### src/rtl/imm_pkg.sv
// Shared types, constants and the RV32I immediate decode function.
package imm_pkg;

  typedef enum logic [2:0] {
    IMM_I = 3'b000,
    IMM_S = 3'b001,
    IMM_B = 3'b010,
    IMM_U = 3'b011,
    IMM_J = 3'b100
  } immsrc_t;

  localparam int unsigned XLEN_DEFAULT = 32;
  localparam int unsigned BUF_DEPTH    = 2;

  // Returns {err, imm[63:0]}; imm is sign-extended from instr[31], caller truncates.
  function automatic logic [64:0] imm_decode(input logic [31:0] instr,
                                             input logic [2:0]  immsrc);
    logic [63:0] imm;
    logic        err;
    logic        unused_lo;
    imm       = '0;
    err       = 1'b0;
    unused_lo = ^instr[6:0];
    case (immsrc_t'(immsrc))
      IMM_I:   imm = {{52{instr[31]}}, instr[31:20]};
      IMM_S:   imm = {{52{instr[31]}}, instr[31:25], instr[11:7]};
      IMM_B:   imm = {{51{instr[31]}}, instr[31], instr[7], instr[30:25], instr[11:8], 1'b0};
      IMM_U:   imm = {{32{instr[31]}}, instr[31:12], 12'b0};
      IMM_J:   imm = {{43{instr[31]}}, instr[31], instr[19:12], instr[20], instr[30:21], 1'b0};
      default: err = 1'b1;
    endcase
    return {err, imm};
  endfunction

endpackage

### src/rtl/imm_skid_buf.sv
// Two-entry valid/ready buffer; ready and valid come from registered occupancy only.
module imm_skid_buf
  import imm_pkg::*;
#(
  parameter int unsigned W = 38
) (
  input  logic         clk,
  input  logic         rst_n,
  input  logic         flush,
  input  logic         push_valid,
  output logic         push_ready,
  input  logic [W-1:0] push_data,
  output logic         pop_valid,
  input  logic         pop_ready,
  output logic [W-1:0] pop_data
);

  localparam int unsigned DEPTH = BUF_DEPTH;
  localparam int unsigned CNT_W = 2;

  logic [CNT_W-1:0] count_q, count_d;
  logic             wr_ptr_q, wr_ptr_d;
  logic             rd_ptr_q, rd_ptr_d;
  logic [W-1:0]     mem_q [DEPTH];
  logic             push, pop;

  assign push_ready = (count_q != CNT_W'(DEPTH));
  assign pop_valid  = (count_q != '0);
  assign pop_data   = pop_valid ? mem_q[rd_ptr_q] : '0;
  assign push       = push_valid && push_ready;
  assign pop        = pop_valid && pop_ready;

  // Next occupancy and pointers; flush overrides any push or pop.
  always_comb begin
    count_d  = count_q;
    wr_ptr_d = wr_ptr_q;
    rd_ptr_d = rd_ptr_q;
    if (flush) begin
      count_d  = '0;
      wr_ptr_d = 1'b0;
      rd_ptr_d = 1'b0;
    end else begin
      if (push) wr_ptr_d = ~wr_ptr_q;
      if (pop)  rd_ptr_d = ~rd_ptr_q;
      case ({push, pop})
        2'b10:   count_d = count_q + CNT_W'(1);
        2'b01:   count_d = count_q - CNT_W'(1);
        default: count_d = count_q;
      endcase
    end
  end

  // Occupancy and pointer registers.
  always_ff @(posedge clk or negedge rst_n) begin
    if (!rst_n) begin
      count_q  <= '0;
      wr_ptr_q <= 1'b0;
      rd_ptr_q <= 1'b0;
    end else begin
      count_q  <= count_d;
      wr_ptr_q <= wr_ptr_d;
      rd_ptr_q <= rd_ptr_d;
    end
  end

  // Entry storage; a push in a flush cycle is dropped.
  always_ff @(posedge clk or negedge rst_n) begin
    if (!rst_n) begin
      for (int unsigned i = 0; i < DEPTH; i++) mem_q[i] <= '0;
    end else if (push && !flush) begin
      mem_q[wr_ptr_q] <= push_data;
    end
  end

endmodule

### src/rtl/imm_ext_pipe.sv
// Decode-stage immediate extender: decode, tag, and buffer behind valid/ready.
module imm_ext_pipe
  import imm_pkg::*;
#(
  parameter int unsigned XLEN  = XLEN_DEFAULT,
  parameter int unsigned TAG_W = 5
) (
  input  logic             clk,
  input  logic             rst_n,
  input  logic             flush,
  input  logic             in_valid,
  output logic             in_ready,
  input  logic [31:0]      in_instr,
  input  logic [2:0]       in_immsrc,
  input  logic [TAG_W-1:0] in_tag,
  output logic             out_valid,
  input  logic             out_ready,
  output logic [XLEN-1:0]  out_imm,
  output logic             out_err,
  output logic [TAG_W-1:0] out_tag
);

  localparam int unsigned PW = XLEN + 1 + TAG_W;

  logic [64:0]   dec;
  logic [PW-1:0] push_data;
  logic [PW-1:0] pop_data;
  logic          unused_dec;

  // Decode on the way in so the buffer holds finished results.
  assign dec        = imm_decode(in_instr, in_immsrc);
  assign unused_dec = ^dec;
  assign push_data  = {dec[64], dec[XLEN-1:0], in_tag};

  imm_skid_buf #(
    .W(PW)
  ) u_buf (
    .clk        (clk),
    .rst_n      (rst_n),
    .flush      (flush),
    .push_valid (in_valid),
    .push_ready (in_ready),
    .push_data  (push_data),
    .pop_valid  (out_valid),
    .pop_ready  (out_ready),
    .pop_data   (pop_data)
  );

  assign {out_err, out_imm, out_tag} = pop_data;

endmodule

### config.mk
export PLATFORM = sky130hd
export DESIGN_NAME = imm_ext_pipe
export DESIGN_NICKNAME = d
export VERILOG_FILES = /design/src/rtl/imm_pkg.sv /design/src/rtl/imm_skid_buf.sv /design/src/rtl/imm_ext_pipe.sv
export SDC_FILE = /design/constraint.sdc
export NUM_CORES = 1
export LEC_CHECK = 0
export ABC_AREA = 0
export BUFFER_PORTS_ARGS = -buffer_cell sky130_fd_sc_hd__buf_4
export CELL_PAD_IN_SITES_DETAIL_PLACEMENT = 1
export CELL_PAD_IN_SITES_GLOBAL_PLACEMENT = 1
export CORE_ASPECT_RATIO = 2
export CORE_UTILIZATION = 44
export CTS_CLUSTER_SIZE = 12
export DETAILED_ROUTE_END_ITERATION = 10
export PLACE_DENSITY_LB_ADDON = 0.25
export SETUP_SLACK_MARGIN = 0.15
export SYNTH_ARGS = -nofsm -noshare
export SYNTH_HDL_FRONTEND = slang
export SYNTH_SLANG_ARGS = --single-unit
### constraint.sdc
create_clock -name clk -period 1.6 [get_ports clk]
set_input_delay 0.32 -clock clk [delete_from_list [all_inputs] [get_ports clk]]
set_output_delay 0.32 -clock clk [all_outputs]
set_load 0.01 [all_outputs]
# ---- Word-level counts from Yosys, hierarchy flattened
# Index checks and enable logic that the tools add are counted.
dict set report classes {
  n_addsub 2
  magnitude_cmp 3
  eq_ne 7
  n_mux 15
  bitwise_logic 4
  n_reduce_logical 11
}
# op n
set ops {}
lappend ops {{two-way mux 38 bit} 5}
lappend ops {{one-hot mux 32 bit (5 select lines)} 1}
lappend ops {{bitwise mux 76 bit} 1}
lappend ops {{demux 38 bit (select 1 bit)} 1}
lappend ops {{equality test 3 x 2 -> 1 bit, second input constant} 2}
lappend ops {{nonzero test 2 bit} 3}
lappend ops {{two-way mux 1 bit} 5}
lappend ops {{OR reduction 5 bit} 1}
lappend ops {{>= comparator 2 bit, second input constant} 2}
lappend ops {{logical AND 1 bit} 4}
lappend ops {{NOT 1 -> 2 bit} 2}
lappend ops {{one-hot mux 2 bit (2 select lines)} 1}
lappend ops {{equality test 3 x 1 -> 1 bit, second input constant} 1}
lappend ops {{equality test 3 bit, second input constant} 1}
lappend ops {{zero test 3 bit} 1}
lappend ops {{nonzero test 3 bit} 1}
lappend ops {{adder 2 x 1 -> 2 bit, second input constant} 1}
lappend ops {{equality test 2 x 1 -> 1 bit, second input constant} 1}
lappend ops {{equality test 2 bit, second input constant} 1}
lappend ops {{less-than comparator 2 x 1 -> 1 bit, second input constant} 1}
lappend ops {{two-way mux 2 bit} 1}
lappend ops {{inequality test 2 bit, second input constant} 1}
lappend ops {{NOT 1 bit} 2}
lappend ops {{subtractor 2 x 1 -> 2 bit, second input constant} 1}
lappend ops {{zero test 1 bit} 1}
dict set report word_totals {
  ff_bits 80
  inputBits 45
  out_inout_bits 40
  wordCells 47
}

# ---- Depth between registers and ports, before layout
# Gate-level depths: netlist of the first run.
dict set report logic_depth {
  ltp_word 6
  depth_mapped 5
}

# ---- Hierarchy
# From an unflattened synthesis of the first run, not the netlist that was laid out.
dict set report unflattened {
  hier_cells 365
  area_unflattened_um2 4202.8
}
# module instances cells_per_inst area_per_inst_um2 seq_area_each_um2
set modules_own_cells {}
lappend modules_own_cells {imm_skid_buf 1 271 3657.3 2001.9}
lappend modules_own_cells {imm_ext_pipe 1 94 545.5 0.0}

# ---- Worst setup path after synthesis of the first run
# No wires, ideal clock.
dict set report synth_path {
  kind {register -> output}
  start {reg u_buf.rd_ptr_q}
  end {out out_imm[22]}
  arrival_time_ns 1.226
  required_time_ns 1.280
  setup_slack_ns 0.054
  path_stages_with_launch 6
  path_buffers 3
  path_cell_list {dfrtp_1 > clkbuf_1 > buf_2 > buf_2 > mux2i_1 > nor2_1}
}
dict set report synth_between {
  elab_chain_cells 5
}
# item line_no
set synth_lines {}
lappend synth_lines {{start, declared} imm_skid_buf.sv:23} ;# logic rd_ptr_q, rd_ptr_d;
lappend synth_lines {{start signal, assigned} imm_skid_buf.sv:62} ;# rd_ptr_q <= rd_ptr_d;
lappend synth_lines {{NOT 1 -> 2 bit (not written as such)} imm_skid_buf.sv:29} ;# assign pop_data = pop_valid ? mem_q[rd_ptr_q] : '0;
lappend synth_lines {{two-way mux 38 bit (not written as such) (3 in series)} imm_skid_buf.sv:29}
lappend synth_lines {{two-way mux 38 bit} imm_skid_buf.sv:29}
lappend synth_lines {{end, declared} imm_ext_pipe.sv:18} ;# output logic [XLEN-1:0] out_imm,
# No other way between the ends. The select of a mux whose other input is x is not followed.

# ---- Worst setup path after layout of the first run
dict set report layout_path {
  start {reg u_buf.count_q[1]}
  end {reg u_buf.mem_q[50] (netlist name)}
}
dict set report layout_between {
  elab_chain_cells 3
}
# item line_no
set layout_lines {}
lappend layout_lines {{start, declared} imm_skid_buf.sv:21} ;# logic [CNT_W-1:0] count_q, count_d;
lappend layout_lines {{start signal, assigned} imm_skid_buf.sv:60} ;# count_q <= count_d;
lappend layout_lines {{inequality test 2 bit} imm_skid_buf.sv:27} ;# assign push_ready = (count_q != CNT_W'(DEPTH));
lappend layout_lines {{logical AND 1 bit} imm_skid_buf.sv:30} ;# assign push = push_valid && push_ready;
lappend layout_lines {{logical AND 1 bit} imm_skid_buf.sv:70} ;# end else if (push && !flush) begin
lappend layout_lines {{end signal, assigned by index} imm_skid_buf.sv:71} ;# mem_q[wr_ptr_q] <= push_data;
lappend layout_lines {{end, declared} imm_skid_buf.sv:24} ;# logic [W-1:0] mem_q [DEPTH];
# No other way between the ends.
# A chain may end at the register's enable or synchronous reset.

==> qor.txt, run 1 <==
==========================================================================================
Top-level I/O count .........................................................           85
Iteration count of the initial detailed-routing pass ........................            4
Leakage dissipation .........................................................   0.00306 uW
Final critical-path required period .........................................      1880 ps
Post-DR vias/cell ...........................................................         5.95
Post-layout instance count excluding filler cells ...........................          642
Final Core Density ..........................................................        69.0%
Die Outline Area ............................................................   10500 um^2
Count of flip-flops with a built-in enable after synthesis ..................            0
Clock latency at the later pin of the worst-skew pair .......................       350 ps
Share of synthesized cell area in full adder, half adder and majority cells .       0.254%
Number of warnings printed during yosys synthesis ...........................            0
Failing checks .............................................................. negative setup slack
Initial detailed-routing violation count ....................................          252
Share of the clock period used by the worst path after layout ...............         118%
Pwr dens .................................................................... 1140 nW/um^2
Unrepaired setup endpoints after global routing .............................         true
Data required time of the worst path ........................................      1830 ps
Post-Syn Nets ...............................................................          416
Number of global-route vias before repair ...................................         4180
Placed cell areas ...........................................................    5360 um^2
# rows ......................................................................           51
Die Width ...................................................................      73.0 um
Layout Area Growth over Synthesis ...........................................        52.1%
Estimated wirelength of the detail-placed design ............................      8720 um
Result of the run ........................................................... finished with violations
Combinational family with the most area after synthesis ..................... multiplexers
Multiplexer fraction of the synthesized cell area ...........................        28.8%
Number of DRC violations after detailed routing .............................            0
Inserted Clock Buffers ......................................................            9
Worst path arrival time .....................................................      2110 ps
Number of synthesized register bits .........................................           80
Most common cell after layout, fill and taps aside ..........................        buf_4
Top FF cell, synth ..........................................................      dfrtp_1
Smallest setup slack after layout ...........................................      -285 ps
Routability Congestion ......................................................        0.797
Synth unique cells ..........................................................           39
Post-synthesis xor/xnor area fraction .......................................       0.198%
Transition time of the tightest slew-check pin ..............................       829 ps
Post-Layout Inst Area .......................................................    6740 um^2
Fraction of registers with async set/reset ..................................         100%
Cell at the root of the clock tree ..........................................    clkbuf_16
Detailed Route WL ...........................................................     18500 um
TritonCTS Sinks .............................................................           80
IR drop worst, VDD ..........................................................       691 uV
Highest achievable clock rate ...............................................      531 MHz
Die H .......................................................................       144 um
Number of antenna violations at the first check in global routing ...........            0
Antenna-violating nets left .................................................            0
Sequential element share of the synthesized area ............................        45.2%
Post-synthesis compound-gate area fraction ..................................        8.33%
Proportion of layout cells with a drive suffix above 1 ......................        54.5%
Average wire length per cell after detail routing ...........................      28.8 um
Effective utilization at floorplan ..........................................        45.4%
H-tree depth reported by CTS ................................................            3
Remaining global-route overflow .............................................            0
Max_cap viols ...............................................................            0
Placed cell count ...........................................................          587
Leading cell types in the layout, fill and taps excluded .................... buf_4 (102), dfrtp_1 (78), mux2_4 (61)
Worst setup skew after layout ...............................................      8.42 ps
Port-buffer cells ...........................................................           77
Syn_area_per_cell ...........................................................    11.9 um^2
Overall fraction of global-route tracks in use ..............................        32.1%
Hold Path Class .............................................................       in2reg
Post-Syn Instances ..........................................................          371
CP max-delay cell ...........................................................      dfrtp_1
Worst slew margin relative to its limit .....................................        44.6%
Sum Neg Setup Slack .........................................................    -19790 ps
Area of the placeable core ..................................................    9760 um^2
Critical Setup Path Class ...................................................      reg2reg
Dominant cell type by count on the critical path ............................       buf_12
Hold violation count in the final report ....................................            0
Number of nets in the layout ................................................          550
Clock tree from TritonCTS ...................................................          yes
Max Slew Vio Count ..........................................................            0
Total power after layout ....................................................      7670 uW
Number of diodes ............................................................            0
Clk slew on worst S/H paths .................................................        60 ps
Total number of vias ........................................................         3822
Mapped cell area ............................................................    4430 um^2
Clock buffer depth ..........................................................            2
Setup violation total in the final timing report ............................          116
Largest net degree at the start of global routing ...........................           37
List of cells traversed by the critical path ................................ nor2b_4 > buf_12 > buf_6 > nor3_4 > buf_4 > buf_12 > mux2_2
Biggest fanout along the worst timing path ..................................           12
Kind of launch point of the worst setup path ................................     register
Wire length of the first global-routing pass ................................     24100 um
Crit end category ...........................................................     register
Worst path max stage delay ..................................................       440 ps
Synthesized-area fraction occupied by and/or/nand/nor cells .................        10.6%
==========================================================================================
==> power by group <==
group | switching [uW] | total [uW] | internal, uW | leakage [uW]
Clock | 925 | 2450 | 1530 | 0.000166
Sequential | 386 | 2870 | 2480 | 0.00101
Combinational | 1020 | 2360 | 1330 | 0.00189
Total | 2330 | 7670 | 5340 | 0.00306
==> per-layer routing <==
layer	global-route usage [%]	vias up	wire, um
li1	-	1603	-
met1	33.0	1963	6260
met2	59.6	180	10100
met3	5.40	76	886
met4	17.6	0	1200
met5	0	-	0
==> through the flow <==
stage,setup WS [ps],hold WS (ps)
after detailed placement,-103,265
after global placement,-74.5,259
after CTS,-216,210
after floorplan,150,24.4
final,-285,210
after global routing,-338,210
==> Yosys cell counts, drive strengths merged, types with 2 or more instances <==
master  instances  area [um^2]
buf            26          205
nand2b          6         37.5
nand3b          5         37.5
inv            19         71.3
nor3b           3         27.5
nand3           5         25.0
and4b           8         80.1
nor3            3         31.3
mux2i          42          420
mux2           66          856
a31oi          16          100
o21ai           2         10.0
nor2           46          173
a221o           8         80.1
a21o            5         37.5
nor2b           4         32.5
a21oi           4         20.0
clkbuf          4         15.0
dfrtp          80         2000
o32ai          11         96.3
==> cell type report <==
cell class              count  area (um^2)
clock inverters             7          120
inverters                  19         77.6
clock buffers               9          225
well taps                 132          165
multi-input cells         242         2520
fillers                   904         3030
repair buffers            153         1630
flip-flops and latches     80         2000
==> critical path, delay by kind of cell, from the launching register on <==
family,cells,cell delay [ps]
and+or+nand+nor,2,380
buffers and inverters,4,580
muxes,1,370
DFF,1,440
==> path summary, 6_finish.rpt <==
path | depth (start not counted) | from | slack (ps) | to
worst max-delay path | 7 | u_buf.count_q[1] | -280 | u_buf.mem_q[50]
worst min-delay path | 2 | in_tag[0] | 210 | u_buf.mem_q[0]
worst max register to register | 7 | u_buf.count_q[1] | -280 | u_buf.mem_q[50]
worst min register to register | 1 | u_buf.mem_q[22] | 520 | u_buf.mem_q[22]
max in group asynchronous | 3 | rst_n | 490 | u_buf.mem_q[59]
min in group asynchronous | 2 | rst_n | 490 | u_buf.wr_ptr_q
==> what timing repair did <==
item	CTS	global route
setup endpoints to repair	107	118
hold buffers	1	0
pin swaps	2	14
hold endpoints to repair	25	0
setup buffers	23	6
resized for setup	74	54
gates cloned	8	1
==> cells by family (layout without fill, tap and decap cells) <==
kind of cell,Yosys count,count (layout)
muxes,108,108
AOI/OAI and AO/OA,49,49
DFF,80,80
and+or+nand+nor,83,83
adders and majority gates,1,1
buffers and inverters,49,188
xor gates and xnor gates,1,1
==> flip-flops by register name (all words and copies together), names as in the netlist <==
register	count
u_buf.mem_q	76
u_buf.count_q	2
u_buf.rd_ptr_q	1
u_buf.wr_ptr_q	1
Note: power is estimated with default switching activity, not from simulation.
==> run 2, diff against run 1 <==
- BUFFER_PORTS_ARGS: -buffer_cell sky130_fd_sc_hd__buf_4 -> not set
- CORE_UTILIZATION: 44 -> 51
- DONT_BUFFER_PORTS: not set -> 1
==> run 2 against run 1 <==
Net effect:
- the run ends with negative hold slack, negative setup slack left
- count of clock-buffer cells in the layout rose by 1
- via count fell by 10%
- flip-flop and latch count did not move
- die area fell by 13%
- combinational power fell by 14%
- global-route usage rose by 1.9 points
- total power fell by 3.2%
- non-clock buffer count fell by 100
==> qor.txt, run 2 (synthesis gave the netlist of run 1 again) <==
================================================================================
Data required time of the worst path ..............................      1280 ps
Leading cell types in the layout, fill and taps excluded .......... dfrtp_1 (78), mux2_4 (66), nor2_2 (27)
Worst path max stage delay ........................................       390 ps
Reg2reg start ..................................................... u_buf.count_q[0]
Cell at the root of the clock tree ................................    clkbuf_16
Hold violation count in the final report ..........................           80
CP Buf/Inv Count ..................................................            3
Most common cell after layout, fill and taps aside ................      dfrtp_1
Wire length of the first global-routing pass ......................     21500 um
Transition time of the tightest slew-check pin ....................      1050 ps
Most flops, register ..............................................  u_buf.mem_q
Worst slew margin relative to its limit ...........................        30.1%
Layout Area Growth over Synthesis .................................        35.0%
Largest net degree at the start of global routing .................           81
Critical Setup Path Class .........................................      reg2out
Failing checks .................................................... negative hold slack, negative setup slack
Proportion of layout cells with a drive suffix above 1 ............        50.6%
Number of antenna violations at the first check in global routing .            0
Kind of launch point of the worst setup path ......................     register
Die Width .........................................................      67.9 um
Overall fraction of global-route tracks in use ....................        33.9%
Smallest setup slack after layout .................................      -220 ps
Die H .............................................................       134 um
H-tree depth reported by CTS ......................................            3
Initial detailed-routing violation count ..........................          183
Hold Path Class ...................................................     in2async
# rows ............................................................           47
Pwr dens .......................................................... 1240 nW/um^2
Leakage dissipation ...............................................   0.00256 uW
Max Slew Vio Count ................................................            0
Max_cap viols .....................................................            0
Share of the clock period used by the worst path after layout .....         114%
CP max-delay cell .................................................      dfrtp_1
Dominant delay contributor by cell family on the critical path .... buffers and inverters
Remaining global-route overflow ...................................            0
Register-to-register setup slack ..................................      -170 ps
Worst setup skew after layout .....................................      12.8 ps
Effective utilization at floorplan ................................        53.1%
Final Core Density ................................................        71.6%
Number of nets in the layout ......................................          451
Start point of the critical path .................................. u_buf.count_q[1]
TritonCTS Sinks ...................................................           80
Post-DR vias/cell .................................................         6.74
Iteration count of the initial detailed-routing pass ..............            4
Worst path arrival time ...........................................      1500 ps
Area of the placeable core ........................................    8350 um^2
Biggest fanout along the worst timing path ........................            8
Highest achievable clock rate .....................................      549 MHz
Clock buffer depth ................................................            2
Estimated wirelength of the detail-placed design ..................      7360 um
Die Outline Area ..................................................    9090 um^2
Top-level I/O count ...............................................           85
Top Registers ..................................................... u_buf.mem_q: 76 flops, u_buf.count_q: 2 flops
Final critical-path required period ...............................      1820 ps
Placed cell count .................................................          453
Average wire length per cell after detail routing .................      33.9 um
Worst hold margin .................................................      -344 ps
Post-layout instance count excluding filler cells .................          509
List of cells traversed by the critical path ...................... buf_4 > nor2_4 > buf_12 > clkbuf_16 > nor2_2
Total number of vias ..............................................         3432
Clk slew on worst S/H paths .......................................        70 ps
Result of the run ................................................. finished with violations
Largest register FFs ..............................................           76
IR drop worst, VDD ................................................      1200 uV
Routability Congestion ............................................        0.773
Port-buffer cells .................................................            0
Clock latency at the later pin of the worst-skew pair .............       360 ps
Crit end category ................................................. primary output
Antenna-violating nets left .......................................            0
Setup violation total in the final timing report ..................          105
Detailed Route WL .................................................     17300 um
Number of global-route vias before repair .........................         3630
Clock tree from TritonCTS .........................................          yes
Inserted Clock Buffers ............................................            9
Number of DRC violations after detailed routing ...................            0
Number of diodes ..................................................            0
Unrepaired setup endpoints after global routing ...................         true
================================================================================
==> run 2: changes by cell type in the layout (fill, tap and decap cells not counted), sizes merged <==
cell,before,now
buf,151,49
clkbuf,10,14
dlygate4sd3,1,0
==> run 2: metal layers <==
metal / vias to the layer above / track usage [%] / part of all wire (%)
met5: - / 0 / 0
met4: 0 / 19.3 / 7.3
met3: 77 / 9.18 / 7.1
met2: 178 / 57.4 / 51
met1: 1768 / 36.5 / 35
li1: 1409 / - / -
==> run 2: final timing paths <==
kind	endpoint	cells past startpoint
max	out_imm[17]	5
min	u_buf.mem_q[6]	0
max reg2reg	u_buf.mem_q[57]	8
min reg2reg	u_buf.mem_q[19]	1
max in group asynchronous	u_buf.mem_q[49]	0
min in group clk	u_buf.count_q[1]	1
==> run 2: area by class of cell <==
cell class,count,area (um^2)
clock buffer,10,239
clock inverter,6,116
fill,732,2370
inverter,19,80.1
multi-input combinational,242,2580
sequential,80,2000
tap,98,123
timing repair buffer,53,836
timing repair inverter,1,7.51
==> run 2: what timing repair did <==
action,4_1_cts,5_1_grt
gates resized for setup,67,81
hold endpoints to repair,80,80
pin swaps,5,20
gates cloned,9,5
setup buffers,16,10
setup endpoints to repair,107,119
==> run 2: where the power goes <==
group          leakage (uW)  switching (uW)  internal [uW]
Clock              0.000173             930           1580
Combinational       0.00138             910           1110
Sequential          0.00101             429           2480
==> run 2: metrics by stage <==
stage	setup slack (ps)	instance area (um^2)	power [uW]	setup TNS, ps
floorplan	150	4440	3760	0
global placement	7.98	4530	3970	0
detailed placement	-18.7	4530	4050	-18.7
CTS	-117	5460	6800	-5180
global route	-242	5980	7620	-14400
finish	-220	5980	7430	-11740
==> run 3, diff against run 2 <==
--- a/config.mk
+++ b/config.mk
@@ -8,2 +8,3 @@
 export ABC_AREA = 0
+export CAP_MARGIN = 25
 export CELL_PAD_IN_SITES_DETAIL_PLACEMENT = 1
==> constraint.sdc (replaced) <==
create_clock -name clk -period 1.6 [get_ports clk]
set_input_delay 0.24 -clock clk [delete_from_list [all_inputs] [get_ports clk]]
set_output_delay 0.24 -clock clk [all_outputs]
set_load 0.01 [all_outputs]
==> run 3 against run 2 <==
Net effect:
- the run still ends with negative hold slack, negative setup slack left
- flip-flop and latch count unchanged
- final cell count decreased by 2.2%
- worst hold slack got worse by 79 ps
- critical endpoint is now out_imm[1]
- wire length decreased by 12%
- clock skew decreased by 6.0 ps
==> qor.txt, run 3 (synthesis gave the netlist of run 1 again) <==
================================================================================
Detailed Route WL .................................................     15300 um
Reg2reg start ..................................................... u_buf.count_q[1]
Routability Congestion ............................................        0.739
Estimated wirelength of the detail-placed design ..................      7310 um
Clk slew on worst S/H paths .......................................        70 ps
Placed cell count .................................................          452
Critical Setup Path Class .........................................      reg2out
H-tree depth reported by CTS ......................................            3
Die H .............................................................       134 um
Hold violation count in the final report ..........................           80
Proportion of layout cells with a drive suffix above 1 ............        48.0%
Unrepaired setup endpoints after global routing ...................         true
Die Outline Area ..................................................    9090 um^2
Post-layout instance count excluding filler cells .................          498
Worst setup skew after layout .....................................      6.87 ps
IR drop worst, VDD ................................................       892 uV
Failing checks .................................................... negative hold slack, negative setup slack
Die Width .........................................................      67.9 um
Overall fraction of global-route tracks in use ....................        30.0%
Transition time of the tightest slew-check pin ....................       706 ps
Number of global-route vias before repair .........................         3448
Setup violation total in the final timing report ..................           92
Highest achievable clock rate .....................................      576 MHz
Result of the run ................................................. finished with violations
Smallest setup slack after layout .................................      -136 ps
Inserted Clock Buffers ............................................            9
Register-to-register setup slack ..................................       -70 ps
Placed cell areas .................................................    4500 um^2
End of the worst register-to-register path ........................ u_buf.mem_q[16]
Max_cap viols .....................................................            0
Register-to-Register Path Depth ...................................            6
Total number of vias ..............................................         3309
Area used by multi-input combinational logic ......................    2550 um^2
Area of the placeable core ........................................    8350 um^2
Switching share of total power ....................................        29.5%
Effective utilization at floorplan ................................        53.1%
Biggest fanout along the worst timing path ........................           14
Filler cell count .................................................          778
Most common cell after layout, fill and taps aside ................      dfrtp_1
Layout Area Growth over Synthesis .................................        31.6%
Kind of launch point of the worst setup path ......................     register
# rows ............................................................           47
Max Slew Vio Count ................................................            0
Number of DRC violations after detailed routing ...................            0
Internal power ....................................................      5100 uW
Initial detailed-routing violation count ..........................          191
Clock buffer depth ................................................            2
Post-Layout Inst Area .............................................    5830 um^2
Largest net degree at the start of global routing .................           81
Crit end category ................................................. primary output
Share of the clock period used by the worst path after layout .....         109%
Clock latency at the later pin of the worst-skew pair .............       350 ps
Antenna-violating nets left .......................................            0
Pwr dens .......................................................... 1240 nW/um^2
Number of diodes ..................................................            0
Clock tree from TritonCTS .........................................          yes
Leading cell types in the layout, fill and taps excluded .......... dfrtp_1 (78), mux2_4 (63), nor2_2 (30)
Top-level I/O count ...............................................           85
Gate power share ..................................................        27.0%
M3 GR Usage .......................................................        7.40%
Most Used Layer, Global Route .....................................         met2
Worst slew margin relative to its limit ...........................        52.8%
Wire length of the first global-routing pass ......................     19300 um
Routing usage on met1 .............................................        31.9%
Sum Neg Setup Slack ...............................................     -4390 ps
Number of antenna violations at the first check in global routing .            0
Average wire length per cell after detail routing .................      30.6 um
Net Sw Power ......................................................      2130 uW
TritonCTS Sinks ...................................................           80
Leakage dissipation ...............................................   0.00249 uW
Number of nets in the layout ......................................          441
Sequential Power Share ............................................        39.7%
Post-DR vias/cell .................................................         6.64
Top Registers ..................................................... u_buf.mem_q: 76 flops, u_buf.count_q: 2 flops
Port-buffer cells .................................................            0
Iteration count of the initial detailed-routing pass ..............            4
Worst path arrival time ...........................................      1500 ps
Area taken by flip-flops and latches ..............................    2000 um^2
Cell at the root of the clock tree ................................    clkbuf_16
Most flops, register ..............................................  u_buf.mem_q
Count of hold buffers inserted by post-cts repair .................            1
Hold Path Class ...................................................     in2async
Remaining global-route overflow ...................................            0
Data required time of the worst path ..............................      1360 ps
Largest register FFs ..............................................           76
Met2 Track Usage GR ...............................................        52.2%
Worst hold margin .................................................      -422 ps
Portion of total power attributed to the clock network ............        33.2%
Final critical-path required period ...............................      1740 ps
================================================================================
-- run 3: cell types whose count changed in the layout (fill, tap and decap cells not counted), sizes merged --
| cell | previous run | this run |
|---|---|---|
| clkbuf | 14 | 17 |
| clkinvlp | 2 | 0 |
| inv | 18 | 19 |
| buf | 49 | 35 |
| dlygate4sd3 | 0 | 1 |
-- run 3: cell type report --
class,instances,area share [%]
clock buffers,9,3.86
repair buffers,44,12.8
multi-input cells,242,43.7
flip-flops and latches,80,34.4
well taps,98,2.10
inverters,19,1.27
clock inverters,6,1.87
-- run 3: power groups by stage --
stage	combinational, uW	sequential [uW]	clock [uW]
2_1_floorplan	1080	2680	0
3_3_place_gp	1240	2730	0
3_5_place_dp	1280	2770	0
4_1_cts	1620	2770	2360
5_1_grt	2040	2900	2460
6_report	1960	2870	2400
-- run 3: stage by stage --
stage               hold WS (ps)  utilization [%]  setup WS [ps]  total power [uW]
floorplan                  -55.6                -            154              3760
global placement           -53.4             53.8           98.0              3960
detailed placement         -54.0             53.8           64.7              4050
CTS                         -421             64.6          -30.8              6760
global route                -427             69.8           -157              7400
finish                      -422             69.8           -136              7230
-- run 3: how the worst max path moves through the flow --
| stage | startpoint | end | slack, ps | cells past startpoint |
|---|---|---|---|---|
| final | u_buf.rd_ptr_q | out_imm[1] | -140 | 3 |
| after global routing | u_buf.rd_ptr_q | out_imm[1] | -160 | 3 |
| after CTS | u_buf.rd_ptr_q | out_imm[17] | -30 | 3 |
| after detailed placement | u_buf.wr_ptr_q | u_buf.mem_q[10] | 60 | 4 |
| after global placement | u_buf.wr_ptr_q | u_buf.mem_q[10] | 100 | 4 |
| after floorplan | u_buf.count_q[1] | u_buf.mem_q[59] | 150 | 5 |
-- run 3: timing repair --
action	4_1_cts	5_1_grt
gates resized for setup	85	48
cloned	6	9
buffers inserted	12	3
pin swaps	4	4
hold endpoints to repair	84	80
setup endpoints to repair	92	116
-- run 3: metal layers --
metal / vias up / routed length, um
li1: 1384 / -
met1: 1753 / 5520
met2: 124 / 8210
met3: 48 / 605
met4: 0 / 926
met5: - / 0
-- run 3: critical path, cell delays in order, from the launching register on --
cell	delay [ps]
dfrtp_2	470
buf_12	210
mux2i_1	350
nor2_2	110
